<file path="config.mk">
export PLATFORM = sky130hd
export DESIGN_NAME = mux4_rr_scheduler_flat
export DESIGN_NICKNAME = d
export VERILOG_FILES = /design/src/rtl/mux4_rr_scheduler_if.sv /design/src/rtl/mux4_rr_scheduler.sv /design/src/flat_wrapper.sv
export SDC_FILE = /design/constraint.sdc
export NUM_CORES = 1
export LEC_CHECK = 0
export BUFFER_PORTS_ARGS = -buffer_cell sky130_fd_sc_hd__buf_2
export CAP_MARGIN = 10
export CORE_MARGIN = 2
export CORE_UTILIZATION = 43
export DETAILED_ROUTE_END_ITERATION = 6
export PLACE_DENSITY = 0.79
export SETUP_SLACK_MARGIN = 0.02
export SLEW_MARGIN = 20
export SYNTH_ARGS = -nofsm -noshare
export SYNTH_HDL_FRONTEND = slang
export SYNTH_SLANG_ARGS = --single-unit
</file>
<file path="constraint.sdc">
create_clock -name clk -period 2.4 [get_ports clk]
set_clock_uncertainty 0.2 [all_clocks]
set_input_delay 0.48 -clock clk [delete_from_list [all_inputs] [get_ports clk]]
set_output_delay 0.48 -clock clk [all_outputs]
set_load 0.01 [all_outputs]
</file>
<file path="src/rtl/mux4_rr_scheduler_if.sv">
// Handshake bundle between four requesters and one downstream consumer for mux4_rr_scheduler.
// master = producer/consumer environment side, slave = scheduler side.
interface mux4_rr_scheduler_if #(
  parameter int W = 4
);
  logic [3:0]   in_valid;
  logic [W-1:0] in_data0;
  logic [W-1:0] in_data1;
  logic [W-1:0] in_data2;
  logic [W-1:0] in_data3;
  logic [3:0]   in_ready;
  logic         out_valid;
  logic [W-1:0] out_data;
  logic [1:0]   out_sel;
  logic         out_ready;

  modport master (
    output in_valid, in_data0, in_data1, in_data2, in_data3, out_ready,
    input  in_ready, out_valid, out_data, out_sel
  );

  modport slave (
    input  in_valid, in_data0, in_data1, in_data2, in_data3, out_ready,
    output in_ready, out_valid, out_data, out_sel
  );
endinterface

</file>
<file path="src/rtl/mux4_rr_scheduler.sv">
// Four-way round-robin scheduler feeding a one-entry registered output stage.
// Define MUX4_RR_PRIORITY0_EN to give requester 0 strict priority over round-robin 1..3.
module mux4_rr_scheduler #(
  parameter int W = 4
) (
  input logic              clk,
  input logic              rst,
  mux4_rr_scheduler_if.slave bus
);

  logic [1:0]   ptr_q;
  logic         valid_q;
  logic [W-1:0] data_q;
  logic [1:0]   sel_q;

  logic         load_en;
  logic [1:0]   gnt;
  logic         gnt_vld;
  logic [3:0]   ready;
  logic         xfer;
  logic [W-1:0] mux_data;

  // Returns {found, index}; scans ptr+1, ptr+2, ptr+3, ptr so the last grant ranks lowest.
  function automatic logic [2:0] rr_pick(input logic [3:0] req, input logic [1:0] ptr);
    logic [2:0]  res;
    logic [1:0]  idx;
    res = '0;
    for (int unsigned k = 4; k >= 1; k--) begin
      idx = ptr + 2'(k);
      if (req[idx]) res = {1'b1, idx};
    end
    return res;
  endfunction

  always_comb begin
    gnt     = '0;
    gnt_vld = 1'b0;
`ifdef MUX4_RR_PRIORITY0_EN
    if (bus.in_valid[0]) begin
      gnt     = 2'd0;
      gnt_vld = 1'b1;
    end else begin
      {gnt_vld, gnt} = rr_pick(bus.in_valid & 4'b1110, ptr_q);
    end
`else
    {gnt_vld, gnt} = rr_pick(bus.in_valid, ptr_q);
`endif
  end

  assign load_en = !valid_q || bus.out_ready;

  always_comb begin
    ready = '0;
    if (!rst && load_en && gnt_vld && bus.in_valid[gnt]) ready[gnt] = 1'b1;
  end

  assign xfer = |ready;

  always_comb begin
    mux_data = bus.in_data0;
    case (gnt)
      2'd0: mux_data = bus.in_data0;
      2'd1: mux_data = bus.in_data1;
      2'd2: mux_data = bus.in_data2;
      2'd3: mux_data = bus.in_data3;
      default: mux_data = bus.in_data0;
    endcase
  end

  always_ff @(posedge clk or posedge rst) begin
    if (rst) begin
      ptr_q   <= 2'd3;
      valid_q <= 1'b0;
      data_q  <= '0;
      sel_q   <= '0;
    end else if (xfer) begin
      valid_q <= 1'b1;
      data_q  <= mux_data;
      sel_q   <= gnt;
`ifdef MUX4_RR_PRIORITY0_EN
      if (gnt != 2'd0) ptr_q <= gnt;
`else
      ptr_q   <= gnt;
`endif
    end else if (bus.out_ready) begin
      valid_q <= 1'b0;
    end
  end

  assign bus.in_ready  = ready;
  assign bus.out_valid = valid_q;
  assign bus.out_data  = data_q;
  assign bus.out_sel   = sel_q;

endmodule
</file>
<file path="src/flat_wrapper.sv">
// flat-port wrapper written by rule: the top's interface ports become plain ports
module mux4_rr_scheduler_flat 
#(
  parameter int W = 4
)
  (clk, rst, bus_in_valid, bus_in_data0, bus_in_data1, bus_in_data2, bus_in_data3, bus_out_ready, bus_in_ready, bus_out_valid, bus_out_data, bus_out_sel);
  mux4_rr_scheduler_if #(.W(W)) bus_i ();
  input logic clk;
  input logic rst;
  input wire logic [$bits(bus_i.in_valid)-1:0] bus_in_valid;
  input wire logic [$bits(bus_i.in_data0)-1:0] bus_in_data0;
  input wire logic [$bits(bus_i.in_data1)-1:0] bus_in_data1;
  input wire logic [$bits(bus_i.in_data2)-1:0] bus_in_data2;
  input wire logic [$bits(bus_i.in_data3)-1:0] bus_in_data3;
  input wire logic [$bits(bus_i.out_ready)-1:0] bus_out_ready;
  output wire logic [$bits(bus_i.in_ready)-1:0] bus_in_ready;
  output wire logic [$bits(bus_i.out_valid)-1:0] bus_out_valid;
  output wire logic [$bits(bus_i.out_data)-1:0] bus_out_data;
  output wire logic [$bits(bus_i.out_sel)-1:0] bus_out_sel;
  assign bus_i.in_valid = bus_in_valid;
  assign bus_i.in_data0 = bus_in_data0;
  assign bus_i.in_data1 = bus_in_data1;
  assign bus_i.in_data2 = bus_in_data2;
  assign bus_i.in_data3 = bus_in_data3;
  assign bus_i.out_ready = bus_out_ready;
  assign bus_in_ready = bus_i.in_ready;
  assign bus_out_valid = bus_i.out_valid;
  assign bus_out_data = bus_i.out_data;
  assign bus_out_sel = bus_i.out_sel;
  mux4_rr_scheduler #(.W(W)) u_core (.clk(clk), .rst(rst), .bus(bus_i));
endmodule
</file>
==> summary.md, run 1 <==
| Metric | Value |
|---|---|
| Worst-path cell chain | nor2b_4 > a21o_1 > a211oi_4 > nand3_2 > nor2b_1 > buf_2 |
| Gr usage total | 0.1822 |
| CTS tree | done |
| Clk buf depth | 2 |
| First-pass GRT wire length | 2484 um |
| Syn_area_per_cell | 11.39 um^2 |
| WP data arrival | 1.68 ns |
| Slew Limit Fails | 0 |
| Syn Inst Count | 56 |
| Count of cell types in the netlist | 24 |
| CP peak stage delay | 0.57 ns |
| F_max | 424.3 MHz |
| P_leak | 0.0005495 uW |
| DR vias | 628 |
| Die Y | 42.52 um |
| Max-slew headroom | 0.7595 |
| MaxCap Viol Count | 0 |
| Die ar. | 0.001808 mm^2 |
| Port Buffers | 33 |
| Drt pass-1 iters | 4 |
| CTS root buf | clkbuf_4 |
| FF+latch count, synth | 9 |
| Share of cells above drive strength 1 | 0.6460 |
| Final setup fails | 0 |
| Slowest cell on the critical path | dfstp_2 |
| Synth warn | 0 |
| Fin. Hold Viols | 0 |
| Worst ir drop on vdd | 0.5974 mV |
| Fillers | 105 |
| Final worst-path cycle share | 0.9820 |
| Worst slew pin tran | 0.3580 ns |
| Crit-path max FO | 3 |
| IO Count | 34 |
| Seq/Total Area, Yosys | 0.3569 |
| Initial DRC count | 5 |
| Final nets | 137 |
| DR WL/cell | 12.32 um |
| RSZ-0062 raised after global routing | true |
| Area grow syn2layout | 60.39% |
| Antenna cells | 0 |
| Net Count, Synth | 79 |
| Fin Setup TNS | 0 ns |
| PD cells | 1084 mW/mm^2 |
| Total CTS buffers | 3 |
| H-tree depth | 1 |
| Worst Hold Class | flop to flop |
| Critical path startpoint category | flop |
| RePlAce Congestion | 0.7031 |
| Vias in the first global route | 606 |
| DIE WIDTH | 42.52 um |
| Starting Density | 0.4727 |
| Worst-path clk slew | 0.07 ns |
| Drt drc | 0 |
| Vias/cell | 4.906 |
| Pin count of the biggest net entering global routing | 10 |
| CTS Sinks | 9 |
| Grt total ovfl | 0 |
| Routed wire length | 1577 um |
| Core Region | 0.001350 mm^2 |
| Area after DPL | 848.3 um^2 |
| Post-synth design cell area | 638.1 um^2 |
| Antenna violations before repair | 0 |
| Outcome | finished, final reports clean |
| Placement Rows | 13 |
| Post-route ant nets | 0 |
| Most frequent cells in the layout | 33 x buf_2, 19 x buf_4, 14 x mux2i_1 |
| Worst skew pair latency | 0.26 ns |
| Critical Path RT | 1.72 ns |
| HPWL after DPL | 1059 um |
| Tmin final | 2.357 ns |
| Commonest non-fill, non-tap cell in the layout | buf_2 |
| Worst Setup End Kind | output port |
| Crit Path Class | flop to output port |
| Design Area, Final | 0.001023 mm^2 |
## synth_stat cells, drive strengths merged
| cell type | count | area, um^2 |
|---|---|---|
| dfrtp | 7 | 175.2 |
| o21a | 2 | 15.01 |
| a21oi | 2 | 10.01 |
| nand2 | 1 | 3.750 |
| a21o | 2 | 16.27 |
| nand3 | 1 | 5.000 |
| nor2 | 2 | 7.510 |
| a211oi | 1 | 20.02 |
| or2b | 1 | 11.26 |
| o221ai | 1 | 26.28 |
| dfstp | 2 | 52.55 |
| buf | 1 | 11.26 |
| mux2 | 4 | 45.04 |
| a31oi | 1 | 21.27 |
| nor2b | 2 | 20.02 |
| nand2b | 1 | 6.260 |
| o21ai | 1 | 5.000 |
| nor3 | 2 | 10.01 |
| or2 | 1 | 6.260 |
| mux2i | 14 | 140.1 |
| inv | 6 | 22.52 |
| nor3b | 1 | 7.510 |
## timing repair
action | in CTS | in global routing
setup buffers | 7 | 8
hold buffers | 1 | 0
pin swaps | 3 | 2
resized for setup | 4 | 2
hold endpoints to repair | 7 | 0
cloned | 0 | 0
setup endpoints to repair | 4 | 4
## critical path, delay by kind of cell (launching register included)
kind / cells / cell delay (ns)
flops: 1 / 0.57
buf+inv: 1 / 0.14
simple gates: 3 / 0.29
compound gates: 2 / 0.41
## registers in the layout, indices dropped and copies added, names as in the netlist
| register | cells |
|---|---|
| u_core.bus.out_data | 4 |
| u_core.bus.out_sel | 2 |
| u_core.ptr_q | 2 |
| u_core.bus.out_valid | 1 |
## final timing paths
path	slack [ns]	endpoint	depth (start not counted)	start
worst max-delay path	0.04	bus_in_ready[0]	6	u_core.ptr_q[0]$_DFFE_PP1P_
worst min-delay path	0.30	u_core.bus.out_sel[0]$_DFFE_PP0P_	1	u_core.bus.out_sel[0]$_DFFE_PP0P_
worst max register to register	0.26	u_core.bus.out_data[1]$_DFFE_PP0P_	7	u_core.ptr_q[1]$_DFFE_PP1P_
worst min register to register	0.30	u_core.bus.out_sel[0]$_DFFE_PP0P_	1	u_core.bus.out_sel[0]$_DFFE_PP0P_
max in group asynchronous	1.17	u_core.ptr_q[0]$_DFFE_PP1P_	3	rst
min in group asynchronous	0.53	u_core.bus.out_data[1]$_DFFE_PP0P_	3	rst
## cells by family (layout without fill, tap and decap cells)
| family | after synthesis | count (layout) | synth area share |
|---|---|---|---|
| flip-flops | 9 | 9 | 0.3569 |
| multiplexers | 18 | 18 | 0.2902 |
| buffers and inverters | 7 | 64 | 0.05294 |
| AO/OA/AOI/OAI | 10 | 10 | 0.1784 |
| AND/OR/NAND/NOR | 12 | 12 | 0.1216 |
## final cells by class
| type | instances | area, um^2 | share of cell area |
|---|---|---|---|
| multi-input combinational | 40 | 397.9 | 0.3888 |
| timing repair buffer | 54 | 329.1 | 0.3215 |
| sequential | 9 | 227.7 | 0.2225 |
| clock buffer | 3 | 22.52 | 0.02200 |
| inverter | 6 | 22.52 | 0.02200 |
| tap | 15 | 18.77 | 0.01834 |
| clock inverter | 1 | 5.005 | 0.004890 |
## per-layer routing
layer,track usage,up-vias,part of all wire
met5,0,-,0
met4,0.09375,0,0.0063
met3,0.03879,3,0.041
met2,0.3262,22,0.55
met1,0.1984,291,0.40
li1,-,312,-
## power by group
part | switching (uW) | leakage [uW] | total (uW) | internal (uW)
Combinational | 296 | 0.000430 | 700 | 404
Clock | 57.3 | 0.0000177 | 119 | 61.6
Sequential | 52.7 | 0.000102 | 291 | 238
## through the flow
stage                     utilization  std cells  setup slack (ns)  power, uW  hold slack [ns]
after global placement         0.6284        108           0.04760      794.1           0.2682
final                          0.7581        128           0.04324       1110           0.2956
after CTS                      0.7044        120           0.02347       1017           0.2985
after detailed placement       0.6284        108           0.02640      807.0           0.2666
after global routing           0.7581        128          -0.05978       1189           0.3143
after floorplan                     -         56           0.05721      643.6           0.1065
(Power assumes the default switching activity.)
==> inputs of run 2 (changes only) <==
Settings changed: CORE_UTILIZATION 43 to 35, PLACE_DENSITY 0.79 to 0.67.
==> run 2 against run 1 <==
Compared with the run above:
- final cell count increased by 1.6%
- non-clock buffer count down 8
- largest power group unchanged
- clock-buffer cell count rose by 1
- setup slack gained 0.0087 ns
- clock power shrank 3%
- highest routed layer unchanged
- register-to-register slack got worse by 0.06 ns
==> summary.md, run 2 (same netlist as run 1, synthesis figures left out) <==
| Metric | Value |
|---|---|
| Vias in the first global route | 500 |
| Final worst-path cycle share | 0.9783 |
| Worst skew pair latency | 0.25 ns |
| Critical path startpoint category | flop |
| DR WL/cell | 10.72 um |
| Critical Path RT | 1.72 ns |
| IO Count | 34 |
| Antenna violations before repair | 0 |
| Slowest cell on the critical path | dfstp_2 |
| R2R depth | 8 |
| DR vias | 592 |
| Wire length on met2 | 710 um |
| Design Area, Final | 970.9 um^2 |
| Hold path endpoint | u_core.bus.out_sel[0]$_DFFE_PP0P_ |
| Area grow syn2layout | 52.16% |
| Final nets | 129 |
| Clk buf depth | 2 |
| Hold_sp | u_core.bus.out_sel[0]$_DFFE_PP0P_ |
| Worst Hold Class | flop to flop |
| Grt total ovfl | 0 |
| Worst Hold Depth | 1 |
| Largest register FFs | 4 |
| F_max | 425.9 MHz |
| P_leak | 0.0005070 uW |
| Post-route ant nets | 0 |
| CTS root buf | clkbuf_4 |
| Commonest non-fill, non-tap cell in the layout | buf_2 |
| Core Region | 0.001727 mm^2 |
| Placement Rows | 15 |
| HPWL after DPL | 1126 um |
| Met3 WL post-DR | 60 um |
| Initial DRC count | 2 |
| Area after DPL | 868.3 um^2 |
| WP data arrival | 1.67 ns |
| PD cells | 1032 mW/mm^2 |
| Starting Density | 0.3696 |
| Pin count of the biggest net entering global routing | 10 |
| DIE WIDTH | 46.70 um |
| Die ar. | 0.002181 mm^2 |
| Crit Path Class | flop to output port |
| Outcome | finished, final reports clean |
| Max-slew headroom | 0.7626 |
| Share of cells above drive strength 1 | 0.6095 |
| Worst slew pin tran | 0.3558 ns |
| Crit-path max FO | 5 |
| Routed wire length | 1394 um |
| Worst ir drop on vdd | 0.4722 mV |
| RSZ-0062 raised after global routing | true |
| Die Y | 46.70 um |
| RePlAce Congestion | 0.6813 |
| Worst-path cell chain | nor2b_4 > a21o_1 > a211oi_4 > buf_4 > nor3_1 > buf_2 |
| Gr usage total | 0.1414 |
| Worst-path clk slew | 0.06 ns |
| H-tree depth | 1 |
| Worst Setup End Kind | output port |
| Fin. Hold Viols | 0 |
| MaxCap Viol Count | 0 |
| CP peak stage delay | 0.56 ns |
| Hold Slack | 0.2868 ns |
| Flop2flop setup slack | 0.20 ns |
| Total CTS buffers | 3 |
| Pwr Total | 1002 uW |
| Final setup fails | 0 |
| CTS Sinks | 9 |
| Most frequent cells in the layout | 33 x buf_2, 14 x mux2i_1, 12 x buf_4 |
| Drt drc | 0 |
| Met1 wire length | 612 um |
| Antenna cells | 0 |
| Vias/cell | 4.554 |
| Drt pass-1 iters | 4 |
| R2R Path End | u_core.bus.out_data[3]$_DFFE_PP0P_ |
| RR Startpoint | u_core.ptr_q[1]$_DFFE_PP1P_ |
| Slew Limit Fails | 0 |
| Max layer used | met4 |
| CTS tree | done |
| Tmin final | 2.348 ns |
| First-pass GRT wire length | 2090 um |
| Port Buffers | 33 |
run 2: changes by cell type in the layout (fill, tap and decap cells not counted):
cell,previous run,this run
clkinv_2,1,0
clkbuf_1,0,1
buf_6,1,0
buf_4,19,12
run 2: power by group:
part           leakage [uW]  internal, uW  switching (uW)  total, uW
Sequential         0.000102           239            63.8        302
Clock             0.0000150          63.9            50.8        115
Combinational      0.000390           329             255        585
run 2: layer usage:
metal	up-vias	global-route usage
met1	276	0.1799
li1	297	-
met3	2	0.02353
met4	0	0.08333
met5	-	0
met2	17	0.2250
run 2: what timing repair did:
item / 4_1_cts / 5_1_grt
hold endpoints to repair: 4 / 0
pin swaps: 3 / 2
buffers inserted: 5 / 1
setup endpoints to repair: 4 / 4
hold buffers: 1 / 0
gates resized for setup: 3 / 2
run 2: through the flow:
stage | worst slack (ns) | util | std cells | setup TNS [ns]
after CTS | 0.01661 | 0.5507 | 129 | 0
after global routing | -0.05819 | 0.5623 | 130 | -0.1534
after global placement | 0.06260 | 0.5029 | 119 | 0
after floorplan | 0.05721 | - | 56 | 0
after detailed placement | 0.04210 | 0.5029 | 119 | 0
final | 0.05198 | 0.5623 | 130 | 0
run 2: area by class of cell:
cell class              instances  area (um^2)
flip-flops and latches          9        227.7
well taps                      25        31.28
inverters                       6        22.52
repair buffers                 46        265.3
multi-input cells              40        397.9
clock buffers                   4        26.28
fillers                       173        755.7
run 2: worst max-delay path, delay by kind of cell, from the launching register on:
kind	cells	cell delay [ns]
AND/OR/NAND/NOR	2	0.11
AO/OA/AOI/OAI	2	0.41
flip-flops	1	0.56
buffers and inverters	2	0.33
run 2: worst max path at each step:
stage | endpoint | depth (start not counted) | startpoint | slack, ns
5_1_grt | bus_in_ready[2] | 6 | u_core.ptr_q[0]$_DFFE_PP1P_ | -0.06
6_report | bus_in_ready[3] | 6 | u_core.ptr_q[0]$_DFFE_PP1P_ | 0.05
2_1_floorplan | bus_in_ready[0] | 5 | bus_in_valid[3] | 0.06
3_5_place_dp | bus_in_ready[3] | 7 | bus_in_valid[1] | 0.04
3_3_place_gp | bus_in_ready[1] | 7 | bus_in_valid[1] | 0.06
4_1_cts | bus_in_ready[0] | 6 | u_core.ptr_q[0]$_DFFE_PP1P_ | 0.02
==> inputs of run 3 (changes only) <==
Settings changed: CELL_PAD_IN_SITES_DETAIL_PLACEMENT set to 0, CELL_PAD_IN_SITES_GLOBAL_PLACEMENT set to 2, CORE_UTILIZATION 35 to 25, PLACE_DENSITY 0.67 to 0.79.
==> run 3 against run 2 <==
Compared with the run above:
- maximum frequency down 1.6%
- clock-buffer cell count unchanged
- first-iteration DRC count unchanged
- utilization down 16 points
- sequential cell count unchanged
- final cell count up 3.8%
- die area up 36%
- final area up 1.9%
- register-to-register slack better by 0.12 ns
- power up 2.8%
- sequential share of layout area down 0.44 points
- critical path type unchanged
==> summary.md, run 3 (same netlist as run 1, synthesis figures left out) <==
| Metric | Value |
|---|---|
| Post-route ant nets | 0 |
| Crit path max-delay family | flip-flops |
| CTS Sinks | 9 |
| Slowest cell on the critical path | dfstp_2 |
| Antenna violations before repair | 0 |
| Worst ir drop on vdd | 0.5638 mV |
| Antenna cells | 0 |
| Worst-path clk slew | 0.06 ns |
| Critical Path RT | 1.72 ns |
| Placed insts | 125 |
| Vias/cell | 4.274 |
| Worst slew pin tran | 0.3517 ns |
| Worst skew pair latency | 0.25 ns |
| CTS root buf | clkbuf_4 |
| WP data arrival | 1.71 ns |
| Starting Density | 0.2599 |
| DIE WIDTH | 54.52 um |
| Pin count of the biggest net entering global routing | 10 |
| H-tree depth | 1 |
| Port Buffers | 33 |
| IO Count | 34 |
| Crit-path max FO | 3 |
| Clk buf depth | 2 |
| CP peak stage delay | 0.57 ns |
| Post-Layout Cell Count | 135 |
| Final setup fails | 0 |
| Fin. Hold Viols | 0 |
| RePlAce Congestion | 0.7327 |
| Final worst-path cycle share | 0.9946 |
| Outcome | finished, final reports clean |
| Vias in the first global route | 517 |
| Commonest non-fill, non-tap cell in the layout | buf_2 |
| Die ar. | 0.002972 mm^2 |
| Drt drc | 0 |
| Share of cells above drive strength 1 | 0.6095 |
| Core Region | 0.002455 mm^2 |
| RSZ-0062 raised after global routing | true |
| Total CTS buffers | 3 |
| Most frequent cells in the layout | 33 x buf_2, 14 x mux2i_1, 11 x buf_4 |
| Worst Setup End Kind | output port |
| F_max | 418.9 MHz |
| CTS tree | done |
| P_leak | 0.0005111 uW |
| MaxCap Viol Count | 0 |
| Tmin final | 2.387 ns |
| Crit Path Class | flop to output port |
| DR WL/cell | 11.15 um |
| Hold Slack | 0.2956 ns |
| Initial DRC count | 2 |
| Placement Rows | 18 |
| HPWL after DPL | 1213 um |
| Buffers & Inverters on Critical Path | 1 |
| Critical path startpoint category | flop |
| Drt pass-1 iters | 2 |
| Grt total ovfl | 0 |
| First-pass GRT wire length | 2325 um |
| Area grow syn2layout | 55.10% |
| DR vias | 577 |
| Routed wire length | 1505 um |
| Flop2flop setup slack | 0.32 ns |
| Die Y | 54.52 um |
| Max-slew headroom | 0.7637 |
| Largest register FFs | 4 |
| Pwr Total | 1030 uW |
| Worst-path cell chain | nor2b_4 > a21o_1 > a211oi_4 > nand3_2 > nor2b_1 > buf_2 |
| Slew Limit Fails | 0 |
| Final nets | 129 |
| Worst Hold Class | flop to flop |
| Gr usage total | 0.1119 |
| PD cells | 1041 mW/mm^2 |
[run 3: cell counts in the layout (fill, tap and decap cells not counted)]
No cell type changed its count.
[run 3: worst paths after layout]
check,to,depth (start not counted),startpoint
setup / recovery,bus_in_ready[0],6,u_core.ptr_q[0]$_DFFE_PP1P_
hold / removal,u_core.bus.out_sel[0]$_DFFE_PP0P_,1,u_core.bus.out_sel[0]$_DFFE_PP0P_
setup reg to reg,u_core.bus.out_data[1]$_DFFE_PP0P_,6,u_core.ptr_q[1]$_DFFE_PP1P_
hold reg to reg,u_core.bus.out_sel[0]$_DFFE_PP0P_,1,u_core.bus.out_sel[0]$_DFFE_PP0P_
max in group asynchronous,u_core.ptr_q[0]$_DFFE_PP1P_,3,rst
min in group asynchronous,u_core.bus.out_sel[0]$_DFFE_PP0P_,3,rst
[run 3: where the power goes]
| part | internal [uW] | switching, uW | total [uW] |
|---|---|---|---|
| Sequential | 238 | 55.9 | 294 |
| Combinational | 345 | 277 | 622 |
| Clock | 63.9 | 49.8 | 114 |
| Total | 648 | 382 | 1030 |
[run 3: cell type report]
| cell class | count | area [um^2] |
|---|---|---|
| inverters | 6 | 22.52 |
| flip-flops and latches | 9 | 227.7 |
| repair buffers | 46 | 277.8 |
| fillers | 260 | 1465 |
| clock buffers | 4 | 26.28 |
| well taps | 30 | 37.54 |
| multi-input cells | 40 | 397.9 |
[run 3: routing by layer]
metal | wire length, um | vias up | global-route usage
li1 | - | 297 | -
met1 | 707 | 262 | 0.1567
met2 | 697 | 18 | 0.1586
met3 | 100 | 0 | 0.04645
met4 | 0 | 0 | 0.02500
met5 | 0 | - | 0
[run 3: timing repair]
item / CTS / global route
pin swaps: 2 / 1
gates resized for setup: 3 / 1
hold buffers: 1 / 0
cloned: 0 / 0
setup buffers: 4 / 1
setup endpoints to repair: 2 / 4
endpoints found under the hold margin: 7 / 0
[run 3: metrics by stage]
step / setup slack (ns) / utilization / cell area (um^2) / TNS [ns]
floorplan: 0.05721 / - / 638.1 / 0
global placement: 0.03565 / 0.3593 / 882.1 / 0
detailed placement: 0.01554 / 0.3593 / 882.1 / 0
CTS: -0.003307 / 0.3970 / 974.7 / -0.003307
global route: -0.1215 / 0.4032 / 989.7 / -0.3234
finish: 0.01299 / 0.4032 / 989.7 / 0
